File: src/rtl/host_port_arbiter.sv
// Round-robin arbiter sharing one memory-controller command port.
// Optional watchdog: define HPA_TIMEOUT_EN to abort stalled transactions.
module host_port_arbiter #(
    parameter int NUM_REQ        = 2,
    parameter int ADDR_W         = 64,
    parameter int DATA_W         = 32,
    parameter int TIMEOUT_CYCLES = 1024
) (
    input  logic                      clk,
    input  logic                      rst,
    input  logic [2*NUM_REQ-1:0]      req_op,
    input  logic [ADDR_W*NUM_REQ-1:0] req_addr,
    input  logic [DATA_W*NUM_REQ-1:0] req_wr_data,
    output logic [NUM_REQ-1:0]        req_gnt,
    output logic [NUM_REQ-1:0]        req_done,
    output logic [NUM_REQ-1:0]        req_rd_valid,
    output logic [DATA_W-1:0]         req_rd_data,
    output logic                      req_err,
    output logic [1:0]                mc_op,
    output logic [ADDR_W-1:0]         mc_addr,
    output logic [DATA_W-1:0]         mc_wr_data,
    input  logic [DATA_W-1:0]         mc_rd_data,
    input  logic                      mc_ready,
    input  logic                      mc_tx_done,
    input  logic                      mc_rd_valid
);

    localparam int IDX_W = $clog2(NUM_REQ);
    localparam logic [IDX_W-1:0] LAST_IDX = IDX_W'(NUM_REQ - 1);
    localparam logic [1:0] OP_RD = 2'b01;
    localparam logic [1:0] OP_WR = 2'b10;

    if (NUM_REQ < 2 || NUM_REQ > 8) begin : g_bad_num_req
        $error("NUM_REQ must be in 2..8");
    end
    if (TIMEOUT_CYCLES < 2) begin : g_bad_timeout
        $error("TIMEOUT_CYCLES must be at least 2");
    end

    typedef enum logic [1:0] {IDLE, ISSUE, WAIT, DONE} state_t;

    state_t             state;
    logic [IDX_W-1:0]   last_grant;
    logic [IDX_W-1:0]   win;
    logic [1:0]         cur_op;
    logic [NUM_REQ-1:0] active;
    logic [IDX_W-1:0]   sel;
    logic [IDX_W:0]     cand;
    logic               found;
    logic [1:0]         sel_op;
    logic [ADDR_W-1:0]  sel_addr;
    logic [DATA_W-1:0]  sel_data;
    logic               tmo_hit;

`ifdef HPA_TIMEOUT_EN
    localparam int TMO_W = $clog2(TIMEOUT_CYCLES);
    logic [TMO_W-1:0] tmo_cnt;
    assign tmo_hit = (tmo_cnt == TMO_W'(TIMEOUT_CYCLES - 1));
`else
    assign tmo_hit = 1'b0;
`endif

    function automatic logic [NUM_REQ-1:0] onehot(input logic [IDX_W-1:0] i);
        logic [NUM_REQ-1:0] v;
        v    = '0;
        v[i] = 1'b1;
        return v;
    endfunction

    always_comb begin
        active = '0;
        for (int k = 0; k < NUM_REQ; k++) begin
            active[k] = (req_op[2*k +: 2] == OP_RD) || (req_op[2*k +: 2] == OP_WR);
        end
    end

    // Search starts just past the last winner so grants rotate fairly.
    always_comb begin
        found = 1'b0;
        sel   = last_grant;
        cand  = '0;
        for (int i = 1; i <= NUM_REQ; i++) begin
            cand = {1'b0, last_grant} + (IDX_W+1)'(i);
            if (cand >= (IDX_W+1)'(NUM_REQ)) begin
                cand = cand - (IDX_W+1)'(NUM_REQ);
            end
            if (!found && active[cand[IDX_W-1:0]]) begin
                found = 1'b1;
                sel   = cand[IDX_W-1:0];
            end
        end
    end

    always_comb begin
        sel_op   = req_op[2*int'(sel) +: 2];
        sel_addr = req_addr[ADDR_W*int'(sel) +: ADDR_W];
        sel_data = req_wr_data[DATA_W*int'(sel) +: DATA_W];
    end

    always_ff @(posedge clk) begin
        if (rst) begin
            state        <= IDLE;
            last_grant   <= LAST_IDX;
            win          <= '0;
            cur_op       <= 2'b00;
            req_gnt      <= '0;
            req_done     <= '0;
            req_rd_valid <= '0;
            req_rd_data  <= '0;
            req_err      <= 1'b0;
            mc_op        <= 2'b00;
            mc_addr      <= '0;
            mc_wr_data   <= '0;
`ifdef HPA_TIMEOUT_EN
            tmo_cnt      <= '0;
`endif
        end else begin
            req_rd_valid <= '0;
            case (state)
                IDLE: begin
                    if (found && mc_ready) begin
                        win        <= sel;
                        cur_op     <= sel_op;
                        mc_op      <= sel_op;
                        mc_addr    <= sel_addr;
                        mc_wr_data <= sel_data;
                        req_gnt    <= onehot(sel);
                        state      <= ISSUE;
                    end
                end
                ISSUE: begin
                    mc_op <= 2'b00;
                    state <= WAIT;
`ifdef HPA_TIMEOUT_EN
                    tmo_cnt <= '0;
`endif
                end
                WAIT: begin
                    // A timeout abort never delivers read data.
                    if (mc_rd_valid && cur_op == OP_RD &&
                        (mc_tx_done || !tmo_hit)) begin
                        req_rd_data  <= mc_rd_data;
                        req_rd_valid <= onehot(win);
                    end
                    if (mc_tx_done) begin
                        req_done <= onehot(win);
                        req_err  <= 1'b0;
                        state    <= DONE;
                    end else if (tmo_hit) begin
                        req_done <= onehot(win);
                        req_err  <= 1'b1;
                        state    <= DONE;
                    end
`ifdef HPA_TIMEOUT_EN
                    tmo_cnt <= tmo_cnt + 1'b1;
`endif
                end
                DONE: begin
                    req_done   <= '0;
                    req_err    <= 1'b0;
                    req_gnt    <= '0;
                    last_grant <= win;
                    state      <= IDLE;
                end
                default: state <= IDLE;
            endcase
        end
    end

endmodule
File: config.mk
export PLATFORM = sky130hd
export DESIGN_NAME = host_port_arbiter
export DESIGN_NICKNAME = d
export VERILOG_FILES = /design/src/rtl/host_port_arbiter.sv
export SDC_FILE = /design/constraint.sdc
export NUM_CORES = 1
export LEC_CHECK = 0
export CORE_AREA = 2 2 146 148
export CTS_CLUSTER_SIZE = 30
export DETAILED_ROUTE_END_ITERATION = 6
export DIE_AREA = 0 0 148 150
export GPL_ROUTABILITY_DRIVEN = 0
export PLACE_DENSITY = 0.66
export SKIP_CTS_REPAIR_TIMING = 1
export SLEW_MARGIN = 20
export SYNTH_ARGS = -nofsm -noshare
export SYNTH_HDL_FRONTEND = slang
export SYNTH_SLANG_ARGS = --single-unit
File: constraint.sdc
create_clock -name clk -period 4.57 [get_ports clk]
set_input_delay 1.371 -clock clk [delete_from_list [all_inputs] [get_ports clk]]
set_output_delay 1.371 -clock clk [all_outputs]
set_load 0.01 [all_outputs]
# Yosys cells after proc, flatten, opt, wreduce, memory -nomap -nowiden
# Index checks and enable logic that the tools add are counted.
# op_classes
addsub	4
shifts	3
bitwise_logic	2
mux	25
order_cmp	8
n_reduce_logical	19
n_eq_ne	10
# ops
op	count
indexed part select 128 x 8 -> 64 bit	1
indexed part select 64 x 7 -> 32 bit	1
two-way mux 1 bit	13
case mux 2 bit (2 select lines)	3
AND reduction 2 bit	6
two-way mux 2 bit	5
== test 2 x 1 -> 1 bit (second input constant)	4
== test 2 bit (second input constant)	4
< comparator 1 x 2 -> 1 bit (second input constant)	4
case mux 2 bit (4 select lines)	1
nonzero test 2 bit	3
logical AND 1 bit	5
>= comparator 2 bit (second input constant)	2
!= test 2 bit (second input constant)	2
indexed part select 4 x 3 -> 2 bit	1
OR reduction 3 bit	1
adder 1 x 1 -> 2 bit (second input constant)	1
adder 1 x 2 -> 2 bit (second input constant)	1
demux 1 bit (select 1 bit)	2
>= comparator 1 bit (second input constant)	2
zero test 2 bit	1
logical OR 1 bit	2
inverter 1 bit	2
case mux 1 bit (2 select lines)	1
2 further kinds	3
# word_totals
ff_bits	143
out_inout_bits	137

# Logic depth before layout (Yosys ltp)
# logic_depth
word_depth	15
mapped_depth	8
depth_no_buf	6

# Worst setup path before layout
# Ideal clock, no wire load.
# synth_path
kind	input port to flip-flop
start	input port req_op[1]
end	register mc_addr[20]
cell_stages	6
setup_slack_ps	1930
arrival_ps	2554
setup_time_ps	86
required_ps	4484
path_cell_list	xnor2_1 mux2i_4 buf_6 buf_4 mux2i_1 a211oi_1
# synth_between
elab_chain_cells	10
word_cells_on_any_way	16
classes_between	eq/ne: 2; shift: 1; mux: 8; reduce/logical: 5
# synth_lines
item	line_no	text
start, declared	11	input logic [2*NUM_REQ-1:0] req_op,
== test 2 x 1 -> 1 bit or == test 2 bit (tied branches)	73	active[k] = (req_op[2*k +: 2] == OP_RD) || (req_op[2*k +: 2] == OP_WR);
logical OR 1 bit *	73	
branches (longest 8 deep; another with indexed part select 128 x 8 -> 64 bit)	-	
end signal, assigned	125	mc_addr <= sel_addr;
end, declared	20	output logic [ADDR_W-1:0] mc_addr,
# Mark *: on every way between the ends. The select of a mux whose other input is x is not followed.
# A chain may end at the register's enable or synchronous reset.

# Worst setup path in the final report
# layout_path
start	input port req_op[0]
end	register mc_addr[3]
# The elaborated chain is that of the path after synthesis.

==> metrics.txt <==
YS warnings 0; Setup CP Type input port to flop; Via Count 5876; layout cells sized above 1 4.39%; Startpoint Class input port; initial antenna violation count 1; Commonest cells post-synth dfxtp_1, nor2_1, mux2i_1; leakage power 3.98 nW; NetSw 1.38 mW; drt first pass iters 4; first-pass GRT wire length 30.6 mm; DR vias/cell 4.59; post-synth cell types 37; Initial Utilization 29.0%; Tcrit/Tclk final 68.8%; io pins 370; status completed; DRC violations left 0; number of global-route vias before repair 5595; Slew Limit Headroom 40.0%; min Tclk post-route 3.14 ns; RSZ-0062 raised after global routing no; peak supply drop 0.000250 V; Cell Area, Placed 9930 um2; largest net degree at the start of global routing 91; Net Sw Frac 29.2%; synth-to-layout area growth 76.4%; clock latency on the worst-skew pair 0.42 ns; Setup TNS 0 ns; Sink Count 142; final-report hold violation count 0; grt ovf 0; Mapped Nets 886; critical path data required time 4.85 ns; Yosys top cell by area dfxtp_1; die area 22200 um2; Die Span X 148 um; core box area 20700 um2; WL/cell 15.6 um; combined global-route utilization of all metal layers 17.6%; fin. max-slew vios 0; maximum root-to-sink buffer count 2; number of H-tree levels 4; nets 1229; Combinational Power Share 33.4%; Final ANT Viol Nets 0; clock power share 33.1%; Root Buffer clkbuf_16; clk slew on worst S/H paths 0.06 ns; Int Power 3.36 mW; Inst Count DP 1247; total CTS buffers 17; final worst setup slack 1.43 ns; maxcap violations 0; final setup vio count 0; top achievable clock speed 318 MHz; die height 150 um; HP Class flop to flop; Reg power frac 33.5%; ys flop type dfxtp_1; num rows 53; Cell Area, Synth 6010 um2; top-count cell post-synth dfxtp_1; post-place setup slack 0.999 ns; Async SR Flop Fraction 0%; Non-Filler Instances 1279; Tightest Pin Transition 0.900 ns; IO buf count 368; Finished Cell Area 10600 um2; hpwl dp 14.8 mm; synthesized instance count 648; 1st-iter DRT viols 170; Power Density 448 nW/um2; Post-synth EDFFs 0; Clock Skew 0.0161 ns; mean post-synth cell area 9.27 um2; Yosys top cell area share 47.3%; CTS tree built; largest fanout on the critical path 31; Critical Path AT 3.43 ns; Yosys reg bits 142; largest cells by area after synthesis dfxtp_1, mux2i_1, a211oi_1; final wirelength 20.0 mm; sequential fraction of the synthesis area 47.3%; Worst setup EP type flop
[flip-flops by register name, indices dropped and copies added (netlist names)]
name / count
mc_addr: 64
mc_wr_data: 32
win: 1
last_grant: 1
req_rd_data: 32
cur_op: 2
req_done: 2
req_gnt: 2
mc_op: 2
req_rd_valid: 2
state: 2
[final timing paths]
check | start | endpoint | slack [ns] | cells after the start
worst max-delay path | req_op[0] | mc_addr[3] | 1.43 | 6
worst min-delay path | req_rd_data[17] | req_rd_data[17] | 0.45 | 2
worst max register to register | state[0] | mc_wr_data[31] | 2.31 | 7
worst min register to register | req_rd_data[17] | req_rd_data[17] | 0.45 | 2
[cells by family after synthesis]
group           Yosys count  synth area share [%]
mux                      99                  16.7
flops                   142                  47.3
fa+ha+maj                 5                  1.04
buf+inv                  62                  4.67
simple gates            185                  12.2
other cells               1                0.0624
xor+xnor                  4                 0.583
compound gates          150                  17.4
[cells in the final DEF (no fill, tap or decap), types with 2 or more instances in the layout]
cell type	Yosys	layout
inv_1	6	6
xor2_1	2	2
nand2_1	69	69
o32ai_1	4	4
a211oi_1	97	97
bufinv_16	0	6
a21o_1	2	2
clkbuf_1	42	3
nor2_1	102	102
a21oi_1	37	37
nand2b_1	6	6
clkbuf_16	0	17
buf_12	0	5
ha_1	5	5
mux2i_1	98	98
clkinv_4	0	3
dfxtp_1	142	142
buf_4	2	8
clkdlybuf4s50_1	0	367
xnor2_1	2	2
[worst max-delay path, cell delays in order]
cell	delay, ns
clkdlybuf4s50_1	0.55
xnor2_1	0.21
mux2i_4	0.56
buf_12	0.31
mux2i_1	0.27
a211oi_1	0.10
[per-layer routing]
layer	GRT usage [%]	wire length, um	vias to the layer above
met5	0	0	-
met4	5.43	378	0
met3	7.16	1920	27
met2	29.9	9700	249
met1	20.4	7990	2617
li1	-	-	2983
[layout make-up]
class	instances	area, um2
sequential	142	2840
inverter	6	22.5
multi-input combinational	444	2890
timing repair buffer	380	3830
fill	1956	10100
tap	275	344
clock buffer	21	450
antenna	1	2.50
clock inverter	10	211
[stage by stage]
step	utilization, %	total power, mW	hold slack [ns]
4_1_cts	51.2	4.81	0.454
3_5_place_dp	48.0	3.21	0.446
5_1_grt	51.2	5.03	0.469
6_report	51.2	4.74	0.453
2_1_floorplan	-	2.41	0.440
3_3_place_gp	48.0	3.20	0.441
[power groups by stage]
stage | Combinational [mW] | Sequential (mW) | Clock (mW)
global placement | 1.59 | 1.61 | 0
CTS | 1.61 | 1.59 | 1.61
finish | 1.59 | 1.59 | 1.57
floorplan | 0.714 | 1.70 | 0
detailed placement | 1.60 | 1.61 | 0
global route | 1.74 | 1.62 | 1.67
Power figures use the tool's default switching activity.
